$ cat config.mk
export PLATFORM = sky130hd
export DESIGN_NAME = pwm_capture
export DESIGN_NICKNAME = d
export VERILOG_FILES = /design/src/rtl/pwm_capture.sv
export SDC_FILE = /design/constraint.sdc
export NUM_CORES = 1
export LEC_CHECK = 0
export BUFFER_PORTS_ARGS = -buffer_cell sky130_fd_sc_hd__buf_2
export CORE_MARGIN = 2
export CORE_UTILIZATION = 40
export DETAILED_ROUTE_END_ITERATION = 10
export SLEW_MARGIN = 10
export SYNTH_ARGS = -nofsm -noshare
export SYNTH_HDL_FRONTEND = slang
export SYNTH_SLANG_ARGS = --single-unit
$ cat constraint.sdc
create_clock -name clk -period 1.82 [get_ports clk]
set_input_delay 0.091 -clock clk [delete_from_list [all_inputs] [get_ports clk]]
set_output_delay 0.091 -clock clk [all_outputs]
set_load 0.03 [all_outputs]
$ cat src/rtl/pwm_capture.sv
// pwm_capture: samples an external PWM input and reports its duty and period in prescaled steps.
// Define PWM_CAP_FILTER_EN to insert a 3-sample glitch filter after the synchroniser.
module pwm_capture #(
    parameter int TICK_DIV      = 1000,
    parameter int TIMEOUT_STEPS = 200
) (
    input  logic       clk,
    input  logic       rst_i,
    input  logic       pwm_i,
    output logic [6:0] duty_o,
    output logic [7:0] period_o,
    output logic       valid_o,
    output logic       stuck_o
);

    localparam int              PW           = (TICK_DIV > 2) ? $clog2(TICK_DIV) : 1;
    localparam logic [PW-1:0]   PRESC_LAST   = PW'(TICK_DIV - 1);
    localparam logic [7:0]      TIMEOUT_LAST = 8'(TIMEOUT_STEPS - 1);

    typedef enum logic [1:0] {
        IDLE,
        MEAS,
        STUCK
    } state_t;

    state_t        r_state;
    logic          r_sync1;
    logic          r_pwm_s;
    logic          r_lvl;
    logic [PW-1:0] r_presc;
    logic [7:0]    r_per_cnt;
    logic [7:0]    r_hi_cnt;

    logic          w_lvl;
    logic          w_rise;
    logic          w_tick;
    logic [7:0]    w_per_inc;
    logic [7:0]    w_hi_inc;
    logic [7:0]    w_restart;

    // NOTE: every clocked register uses <= so all flops sample pre-edge values together.
    always_ff @(posedge clk or posedge rst_i) begin
        if (rst_i) begin
            r_sync1 <= 1'b0;
            r_pwm_s <= 1'b0;
        end else begin
            r_sync1 <= pwm_i;
            r_pwm_s <= r_sync1;
        end
    end

`ifdef PWM_CAP_FILTER_EN
    logic [1:0] r_hist;

    always_ff @(posedge clk or posedge rst_i) begin
        if (rst_i) begin
            r_hist <= 2'b00;
        end else begin
            r_hist <= {r_hist[0], r_pwm_s};
        end
    end

    // Level follows pwm_s only once the current and two previous samples agree.
    assign w_lvl = ((r_pwm_s == r_hist[0]) && (r_pwm_s == r_hist[1])) ? r_pwm_s : r_lvl;
`else
    assign w_lvl = r_pwm_s;
`endif

    always_ff @(posedge clk or posedge rst_i) begin
        if (rst_i) begin
            r_lvl <= 1'b0;
        end else begin
            r_lvl <= w_lvl;
        end
    end

    assign w_rise = w_lvl & ~r_lvl;

    always_ff @(posedge clk or posedge rst_i) begin
        if (rst_i) begin
            r_presc <= '0;
        end else if (w_tick) begin
            r_presc <= '0;
        end else begin
            r_presc <= r_presc + PW'(1);
        end
    end

    assign w_tick    = (r_presc == PRESC_LAST);
    assign w_per_inc = (r_per_cnt == 8'hFF) ? r_per_cnt : r_per_cnt + 8'd1;
    assign w_hi_inc  = (r_hi_cnt == 8'hFF) ? r_hi_cnt : r_hi_cnt + 8'd1;
    // A tick on the rising-edge cycle already belongs to the new period.
    assign w_restart = {7'd0, w_tick};

    always_ff @(posedge clk or posedge rst_i) begin
        if (rst_i) begin
            r_state   <= IDLE;
            r_per_cnt <= 8'd0;
            r_hi_cnt  <= 8'd0;
            duty_o    <= 7'd0;
            period_o  <= 8'd0;
            valid_o   <= 1'b0;
            stuck_o   <= 1'b0;
        end else begin
            valid_o <= 1'b0;
            if (w_rise) begin
                if (r_state == MEAS) begin
                    duty_o   <= (r_hi_cnt > 8'd127) ? 7'd127 : r_hi_cnt[6:0];
                    period_o <= r_per_cnt;
                    valid_o  <= 1'b1;
                    stuck_o  <= 1'b0;
                end
                r_state   <= MEAS;
                r_per_cnt <= w_restart;
                r_hi_cnt  <= w_restart;
            end else if (w_tick && (r_state != STUCK)) begin
                if (r_per_cnt == TIMEOUT_LAST) begin
                    duty_o    <= w_lvl ? 7'd100 : 7'd0;
                    period_o  <= 8'd0;
                    valid_o   <= 1'b1;
                    stuck_o   <= 1'b1;
                    r_per_cnt <= 8'd0;
                    r_hi_cnt  <= 8'd0;
                    r_state   <= STUCK;
                end else begin
                    r_per_cnt <= w_per_inc;
                    if (w_lvl) begin
                        r_hi_cnt <= w_hi_inc;
                    end
                end
            end
        end
    end

endmodule
==> results of run 1 <==
[sequential cells by signal, summed over array words and instances, names as in the netlist]
signal	cells
period_o	8
r_per_cnt	8
r_hi_cnt	8
duty_o	7
r_state	2
r_lvl	1
stuck_o	1
r_sync1	1
r_presc	10
r_pwm_s	1
valid_o	1
[area by class of cell]
| cell class | instances | area, µm² |
|---|---|---|
| Tap cell | 72 | 90.1 |
| Inverter | 4 | 15.0 |
| Timing Repair Buffer | 58 | 403 |
| Clock inverter | 1 | 5.00 |
| Clock buffer | 6 | 72.6 |
| Multi-Input combinational cell | 167 | 1080 |
| Sequential cell | 48 | 1200 |
| Fill cell | 528 | 2610 |
[power by group]
group / internal, mW / total [mW] / switching (mW)
Sequential: 1.11 / 1.15 / 0.0319
Combinational: 0.0796 / 0.241 / 0.161
Clock: 0.262 / 0.604 / 0.342
[per-layer routing]
metal | vias up | GRT usage (%) | wire [µm]
met5 | - | 0 | 0
met1 | 882 | 23.4 | 2350
met2 | 32 | 29.2 | 2450
met3 | 4 | 4.32 | 166
met4 | 0 | 5.86 | 49
li1 | 929 | - | -
[path summary, 6_finish.rpt]
path                                to  cells after the start  slack (ns)        from
setup / recovery           r_hi_cnt[7]                      7        0.03  r_presc[0]
hold / removal                 stuck_o                      3        0.36       rst_i
setup reg to reg           r_hi_cnt[7]                      7        0.03  r_presc[0]
hold reg to reg                r_pwm_s                      0        0.36     r_sync1
max in group asynchronous  period_o[4]                      4        0.94       rst_i
min in group clk               r_pwm_s                      0        0.36     r_sync1
[timing repair]
action                                  in CTS  in global routing
gates cloned                                 0                  1
pin swaps                                    1                  1
endpoints found under the setup margin      17                 23
buffers inserted                             4                  0
hold buffers                                 2                  0
gates resized for setup                      5                  7
endpoints found under the hold margin       22                  0
[worst max-delay path, stage by stage, from the launching register on]
cell       delay [ns]
dfrtp_1          0.40
ha_4             0.17
nand4bb_4        0.14
nor4b_4          0.26
buf_4            0.19
a2bb2o_2         0.30
o21ai_1          0.14
o31ai_1          0.08
[through the flow]
stage                     hold slack (ns)  setup TNS, ns  total power [mW]  utilization [%]
final                               0.360              0              1.99             52.4
after detailed placement            0.159         -0.363              1.40             49.0
after CTS                           0.367              0              2.01             51.8
after global routing                0.383         -0.674              2.09             52.4
after floorplan                     0.122        -0.0283              1.32                -
after global placement              0.146        -0.0277              1.40             49.0
[cells by family (layout without fill, tap and decap cells)]
family                     after synthesis  count (layout)
DFF                                     48              48
adders and majority gates                4               4
buffers and inverters                   11              69
and+or+nand+nor                         94              94
xor gates and xnor gates                 6               6
AOI/OAI and AO/OA                       63              63
[Yosys cell counts, types with 4 or more instances]
cell type / n
nand3_1: 15
dfrtp_1: 48
nand4_1: 4
o21ai_0: 25
nand2_1: 29
ha_1: 4
a22o_1: 8
o31ai_1: 4
inv_1: 4
and3_1: 4
clkbuf_1: 4
a21o_1: 4
nor2_1: 17
a21oi_1: 7
nand2b_1: 5
xor2_1: 5
==> flow_metrics.tcl, run 1 <==
set metrics [dict create \
    grt_pass1_vias 1780 \
    critical_path_required_ns 2.00 \
    worstSetupPathType "reg2reg" \
    grtUsageTotal_pct 17.9 \
    ys_seq_area_share_pct 53.2 \
    ys_seq_elements 48 \
    cts_max_level 2 \
    port-buffer-count 19 \
    min_period_ns 1.79 \
    avgViaCountPerCell 5.19 \
    post_layout_nonfiller_instances 356 \
    endpoint_kind "register" \
    antenna_cells 0 \
    synth_nets 233 \
    max_slew_margin_pct 66.0 \
    die_h_um 79.2 \
    synth_area_leaders "dfrtp_1, o21ai_0, nand2_1, nand3_1, a22o_1" \
    layout-drive-gt1-share_pct 27.5 \
    cts_buffers 5 \
    rsz0062_at_grt "yes" \
    finalMaxSlewViolations 0 \
    hpwl_mm 3.52 \
    fp.dieW_um 79.2 \
    gp_congestion 0.816 \
    ioPinCount 20 \
    synth_mux_area_share_pct 0 \
    core_area_um2 5470 \
    layout_common_cells "dfrtp_1, buf_4, nand2_1, o21ai_0, buf_2" \
    status "completed" \
    clock-sinks 48 \
    die-area_um2 6270 \
    num_vias 1847 \
    worstPathArrival_ns 1.97 \
    synthAdderAreaFrac_pct 2.21 \
    synth-async-reset-ratio_pct 100 \
    final_nets 291 \
    cp_max_fo 4 \
    clockBufferDepth 2 \
    yosys_warnings 0 \
    final_hold_viol_count 0 \
    worstMarginPinSlew_ns 0.509 \
    place_ws_ns -0.0707 \
    dp_cells 342 \
    synth_top_area_share_pct 53.2 \
    rows 27 \
    setup_ws_ns 0.0262 \
    antenna_found_initial 0 \
    clk-insertion-delay-late_ns 0.29 \
    postSynthAreaPerCell_um2 10.0 \
    ys.flop_type "dfrtp_1" \
    fin_worst_skew_ns 0.00601 \
    area_growth_pct 26.9 \
    drc_errors 0 \
    postLayoutCellArea_um2 2870 \
    max_clock_freq_ghz 0.557 \
    final_common_cell "dfrtp_1" \
    synth.distinct_cells 45 \
    synth_top_family_by_area "simple AND/OR/NAND/NOR gates" \
    grt_first_pass_wirelength_mm 8.72 \
    netlist_area_um2 2260 \
    fin_crit_sh_pct 98.6 \
    root_buffer "clkbuf_8" \
    hold_path.class "in2async" \
    start_util_pct 41.3 \
    synthCells 226 \
    synth_compound_area_share_pct 18.5 \
    drt_iter0_markers 146 \
    drtAntennaViolNets 0 \
    yosys.area.top_type "dfrtp_1" \
    globalRouteOverflowTotal 0 \
    peakVddDrop_uv 372 \
    place_area_um2 2680 \
    path_clk_slew_ns 0.09 \
    wl_per_cell_um 14.1 \
    crit_path_start_kind "register" \
    drt_wl_total_mm 5.01 \
    setup_violations 0 \
    grt_max_degree 28 \
    p_leak_nw 1.38 \
    cts_tree "built" \
    first_pass_iters 4 \
    synth_xor_area_share_pct 2.33 \
    synth_simple_gate_area_share_pct 21.7 \
    p_per_area_nw_per_um2 694 \
    cap_violations 0 \
    synth_edf_count 0 \
]
No activity file was read; power rests on OpenSTA's default activity.
==> run 2: changes to the inputs <==
CORE_MARGIN = unset   (was 2)
clock period = 1.8 ns   (was 1.82 ns; I/O delays follow)
==> run 2 against run 1 <==
Net effect: clock skew grew 0.0059 ns; highest routed layer unchanged; flip-flop and latch count unchanged; total power grew 9.0%; final area grew 3.3%; global-route usage shrank 0.52 points; register-to-register slack lost 0.02 ns; clock-buffer cell count did not move; sequential share of layout area down 1.3 points; sequential power about the same; wire length fell by 3.4%; clock power is 25% higher.
==> flow_metrics.tcl, run 2 (same netlist as run 1, synthesis figures left out) <==
set metrics [dict create \
    status "completed" \
    gp_congestion 0.852 \
    wl_met2_mm 2.34 \
    cts_max_level 2 \
    antenna_found_initial 0 \
    largest_reg_flops 10 \
    core_area_um2 5470 \
    finalMaxSlewViolations 0 \
    avgViaCountPerCell 5.22 \
    worstMarginPinSlew_ns 0.507 \
    die-area_um2 5950 \
    cts_buffers 5 \
    cp_max_fo 6 \
    hold_path.class "reg2reg" \
    endpoint_kind "register" \
    fin_worst_skew_ns 0.0120 \
    path_clk_slew_ns 0.08 \
    die_h_um 77.2 \
    power_mw 2.17 \
    rsz0062_at_grt "yes" \
    grt_pass1_vias 1795 \
    final.setup.tns_ns 0 \
    clockBufferDepth 2 \
    root_buffer "clkbuf_8" \
    drc_errors 0 \
    final_common_cell "dfrtp_1" \
    port-buffer-count 19 \
    drtAntennaViolNets 0 \
    antenna_cells 0 \
    start_util_pct 41.3 \
    final_hold_viol_count 0 \
    register_area_um2 1200 \
    final_nets 295 \
    peakVddDrop_uv 457 \
    globalRouteOverflowTotal 0 \
    grt_first_pass_wirelength_mm 8.18 \
    drt_wl_total_mm 4.84 \
    area_growth_pct 31.0 \
    layout_common_cells "dfrtp_1, buf_4, nand2_1, o21ai_0, buf_2" \
    grtUsageTotal_pct 17.4 \
    grt_max_degree 27 \
    num_vias 1884 \
    wl_met3_um 164 \
    n_fill_cell 499 \
    p_leak_nw 1.43 \
    fp.dieW_um 77.2 \
    fin_crit_sh_pct 99.5 \
    drt_iter0_markers 87 \
    setup_violations 0 \
    p_per_area_nw_per_um2 732 \
    cts_tree "built" \
    min_period_ns 1.79 \
    crit_path_start_kind "register" \
    cap_violations 0 \
    rows 27 \
    wl_per_cell_um 13.4 \
    layout-drive-gt1-share_pct 28.0 \
    hpwl_mm 3.43 \
    top_layer "met4" \
    critical_path_required_ns 2.04 \
    multiInputGateArea_um2 1060 \
    largest_register "r_presc" \
    ioPinCount 20 \
    wl_met1_mm 2.28 \
    clock-sinks 48 \
    first_pass_iters 5 \
    max_slew_margin_pct 66.2 \
    clk-insertion-delay-late_ns 0.30 \
    worstPathArrival_ns 2.03 \
    worstSetupPathType "reg2reg" \
    max_clock_freq_ghz 0.558 \
]
==> run 2: changes by cell type in the layout (fill, tap and decap cells not counted), sizes merged <==
cell,change
buf,+3
bufinv,+1
clkbuf,+1
==> run 2: stage by stage <==
step / hold slack [ns] / std cells / utilization [%] / instance area [µm²] / worst slack, ns
after floorplan: 0.121 / 226 / - / 2280 / 0.0121
after global placement: 0.155 / 341 / 49.2 / 2690 / -0.0401
after detailed placement: 0.154 / 341 / 49.2 / 2690 / -0.0947
after CTS: 0.358 / 357 / 52.8 / 2890 / -0.00760
after global routing: 0.379 / 361 / 54.1 / 2960 / -0.121
final: 0.352 / 361 / 54.1 / 2960 / 0.00866
==> run 2: routing by layer <==
metal / vias up / global-route usage, %
li1: 937 / -
met1: 903 / 21.8
met2: 37 / 29.0
met3: 7 / 3.57
met4: 0 / 6.98
met5: - / 0
==> run 2: repair_timing <==
action,in CTS,in global routing
resized for setup,5,5
setup buffers,6,3
hold buffers,2,0
pin swaps,2,2
hold endpoints to repair,23,0
setup endpoints to repair,22,25
cloned,0,1
==> run 2: path summary, 6_finish.rpt <==
path	start	endpoint	slack, ns	cells after the start
setup / recovery	r_presc[1]	r_hi_cnt[3]	0.009	8
hold / removal	r_sync1	r_pwm_s	0.35	0
hold reg to reg	r_sync1	r_pwm_s	0.35	0
min in group asynchronous	rst_i	r_per_cnt[3]	0.36	3
max in group asynchronous	rst_i	duty_o[6]	0.94	4
setup reg to reg	r_presc[1]	r_hi_cnt[3]	0.009	8
==> run 2: where the power goes <==
| group | switching, mW | leakage, nW | internal, mW |
|---|---|---|---|
| sequential | 0.0351 | 0.633 | 1.13 |
| combinational | 0.164 | 0.744 | 0.0856 |
| clock | 0.345 | 0.0552 | 0.412 |
==> run 2: final cells by class <==
class,count,share of cell area (%)
sequential,48,40.6
multi-input combinational,167,36.0
timing repair buffer,62,16.3
tap,72,3.04
clock buffer,6,2.45
clock inverter,2,1.18
inverter,4,0.507
==> run 2: worst max-delay path: stages (launching register included) <==
cell and delay, ns:
dfrtp_1 0.37, ha_2 0.21, nand4bb_4 0.13, nor4b_4 0.24, buf_6 0.17, nand4_1 0.14
buf_4 0.19, nor3b_2 0.17, a21o_1 0.10
==> run 3: changes to the inputs <==
BUFFER_PORTS_ARGS = unset   (was -buffer_cell sky130_fd_sc_hd__buf_2)
DONT_BUFFER_PORTS = 1   (was unset)
==> run 3 against run 2 <==
Net effect: via count fell by 6.3%; maximum frequency increased by 1.1%; sequential share of layout area rose by 1.8 points; cell count decreased by 6.4%; clock power shrank 12%; critical path depth unchanged; largest cell class unchanged; total power fell by 5.9%; register-to-register slack better by 0.02 ns; clock skew fell by 0.0049 ns; flip-flop and latch count unchanged; die area did not move; critical path type unchanged.
==> flow_metrics.tcl, run 3 (same netlist as run 1, synthesis figures left out) <==
set metrics [dict create \
    power_switching_uw 514 \
    largest_reg_flops 10 \
    combinationalPowerShare_pct 7.5 \
    endpoint_kind "register" \
    die_h_um 77.2 \
    register_area_um2 1200 \
    path_clk_slew_ns 0.08 \
    multiInputGateArea_um2 1100 \
    path_buf_inv 2 \
    p_per_area_nw_per_um2 720 \
    layout-drive-gt1-share_pct 23.7 \
    rows 27 \
    die-area_um2 5950 \
    min_period_ns 1.77 \
    slowest_delay_ns 0.41 \
    place_ws_ns -0.0823 \
    cap_violations 0 \
    root_buffer "clkbuf_8" \
    cts_tree "built" \
    hpwl_mm 3.47 \
    first_pass_iters 4 \
    drtAntennaViolNets 0 \
    layout_common_cells "dfrtp_1, buf_4, nand2_1, o21ai_0" \
    peakVddDrop_uv 331 \
    drt_iter0_markers 144 \
    final_hold_viol_count 0 \
    grt_pass1_vias 1799 \
    core_area_um2 5470 \
    area_growth_pct 25.5 \
    worstMarginPinSlew_ns 0.523 \
    cts_max_level 2 \
    worstSetupPathType "reg2reg" \
    grt_first_pass_wirelength_mm 8.44 \
    grtUsageTotal_pct 17.7 \
    drc_errors 0 \
    fin_crit_sh_pct 98.4 \
    grt_max_degree 27 \
    post_layout_nonfiller_instances 338 \
    r2r-start "r_presc[0]" \
    critical_path_required_ns 2.04 \
    antenna_found_initial 0 \
    p_sw_share_pct 25.2 \
    cts_buffers 5 \
    fp.dieW_um 77.2 \
    dp_cells 324 \
    finalMaxSlewViolations 0 \
    final_common_cell "dfrtp_1" \
    num_vias 1766 \
    rsz0062_at_grt "yes" \
    hold_path.class "in2async" \
    globalRouteOverflowTotal 0 \
    crit_chain "ha_4 > nand4bb_4 > nor4b_4 > buf_6 > nand4_1 > buf_4 > nor3b_1 > a21o_1" \
    clockBufferDepth 2 \
    p_seq_share_pct 60.0 \
    final_nets 273 \
    drt_wl_total_mm 4.86 \
    p_leak_nw 1.31 \
    clock-sinks 48 \
    wl_per_cell_um 14.4 \
    start_util_pct 41.3 \
    clk-insertion-delay-late_ns 0.29 \
    max_slew_margin_pct 65.1 \
    gp_congestion 0.825 \
    n_fill_cell 504 \
    worstPathArrival_ns 2.01 \
    max_clock_freq_ghz 0.564 \
    cp_max_fo 6 \
    ioPinCount 20 \
    crit_path_start_kind "register" \
    largest_register "r_presc" \
    worstSetupStartpoint "r_presc[0]" \
    antenna_cells 0 \
    fin_worst_skew_ns 0.00703 \
    p_clk_share_pct 32.6 \
    status "completed" \
    setup_violations 0 \
    setup_ws_ns 0.0282 \
    avgViaCountPerCell 5.22 \
    cpMaxStageDelayCell "dfrtp_1" \
    port-buffer-count 0 \
    intPower_mw 1.53 \
    path_delay_family "simple AND/OR/NAND/NOR gates" \
]
==> run 3: changes by cell type in the layout (fill, tap and decap cells not counted), moves of 2 or more <==
cell,before,now
clkbuf_8,5,7
buf_2,19,0
o21ai_1,7,5
nor2_2,0,2
nor2_1,17,15
==> run 3: power groups by stage <==
stage | clock, mW | combinational (mW) | sequential (mW)
2_1_floorplan | 0 | 0.0976 | 1.24
3_3_place_gp | 0 | 0.138 | 1.24
3_5_place_dp | 0 | 0.141 | 1.25
4_1_cts | 0.696 | 0.149 | 1.23
5_1_grt | 0.734 | 0.173 | 1.23
6_report | 0.664 | 0.152 | 1.22
==> run 3: layout make-up <==
class	instances	area share, %
multi-input cells	167	38.8
flip-flops and latches	48	42.3
repair buffers	40	11.8
inverters	4	0.529
clock buffers	7	3.40
well taps	72	3.18
==> run 3: stage by stage <==
step	hold WS (ns)	setup TNS, ns	utilization [%]	cell area (µm²)	total power, mW
after floorplan	0.121	0	-	2280	1.33
after global placement	0.0399	-0.0549	47.7	2610	1.38
after detailed placement	0.0386	-0.417	47.7	2610	1.39
after CTS	0.292	0	50.5	2760	2.07
after global routing	0.332	-0.0702	51.8	2840	2.14
final	0.288	0	51.8	2840	2.04
==> run 3: timing repair <==
item | 4_1_cts | 5_1_grt
endpoints found under the hold margin | 23 | 0
gates resized for setup | 5 | 11
setup endpoints to repair | 17 | 11
hold buffers | 2 | 0
setup buffers | 0 | 5
cloned | 0 | 0
pin swaps | 1 | 2
==> run 3: path summary, 6_finish.rpt <==
check	endpoint	slack, ns	cells past startpoint
max in group asynchronous	r_per_cnt[1]	0.99	3
hold reg to reg	r_pwm_s	0.35	0
hold / removal	r_presc[3]	0.29	2
min in group clk	r_pwm_s	0.35	0
setup reg to reg	r_hi_cnt[3]	0.03	8
setup / recovery	r_hi_cnt[3]	0.03	8
==> run 3: layer usage <==
layer  track usage [%]  share of wire, %  up-vias
met5                 0                 0        -
met4              6.04               1.5        0
met3              3.81               2.9        6
met2              29.0                46       29
met1              23.1                50      842
li1                  -                 -      889
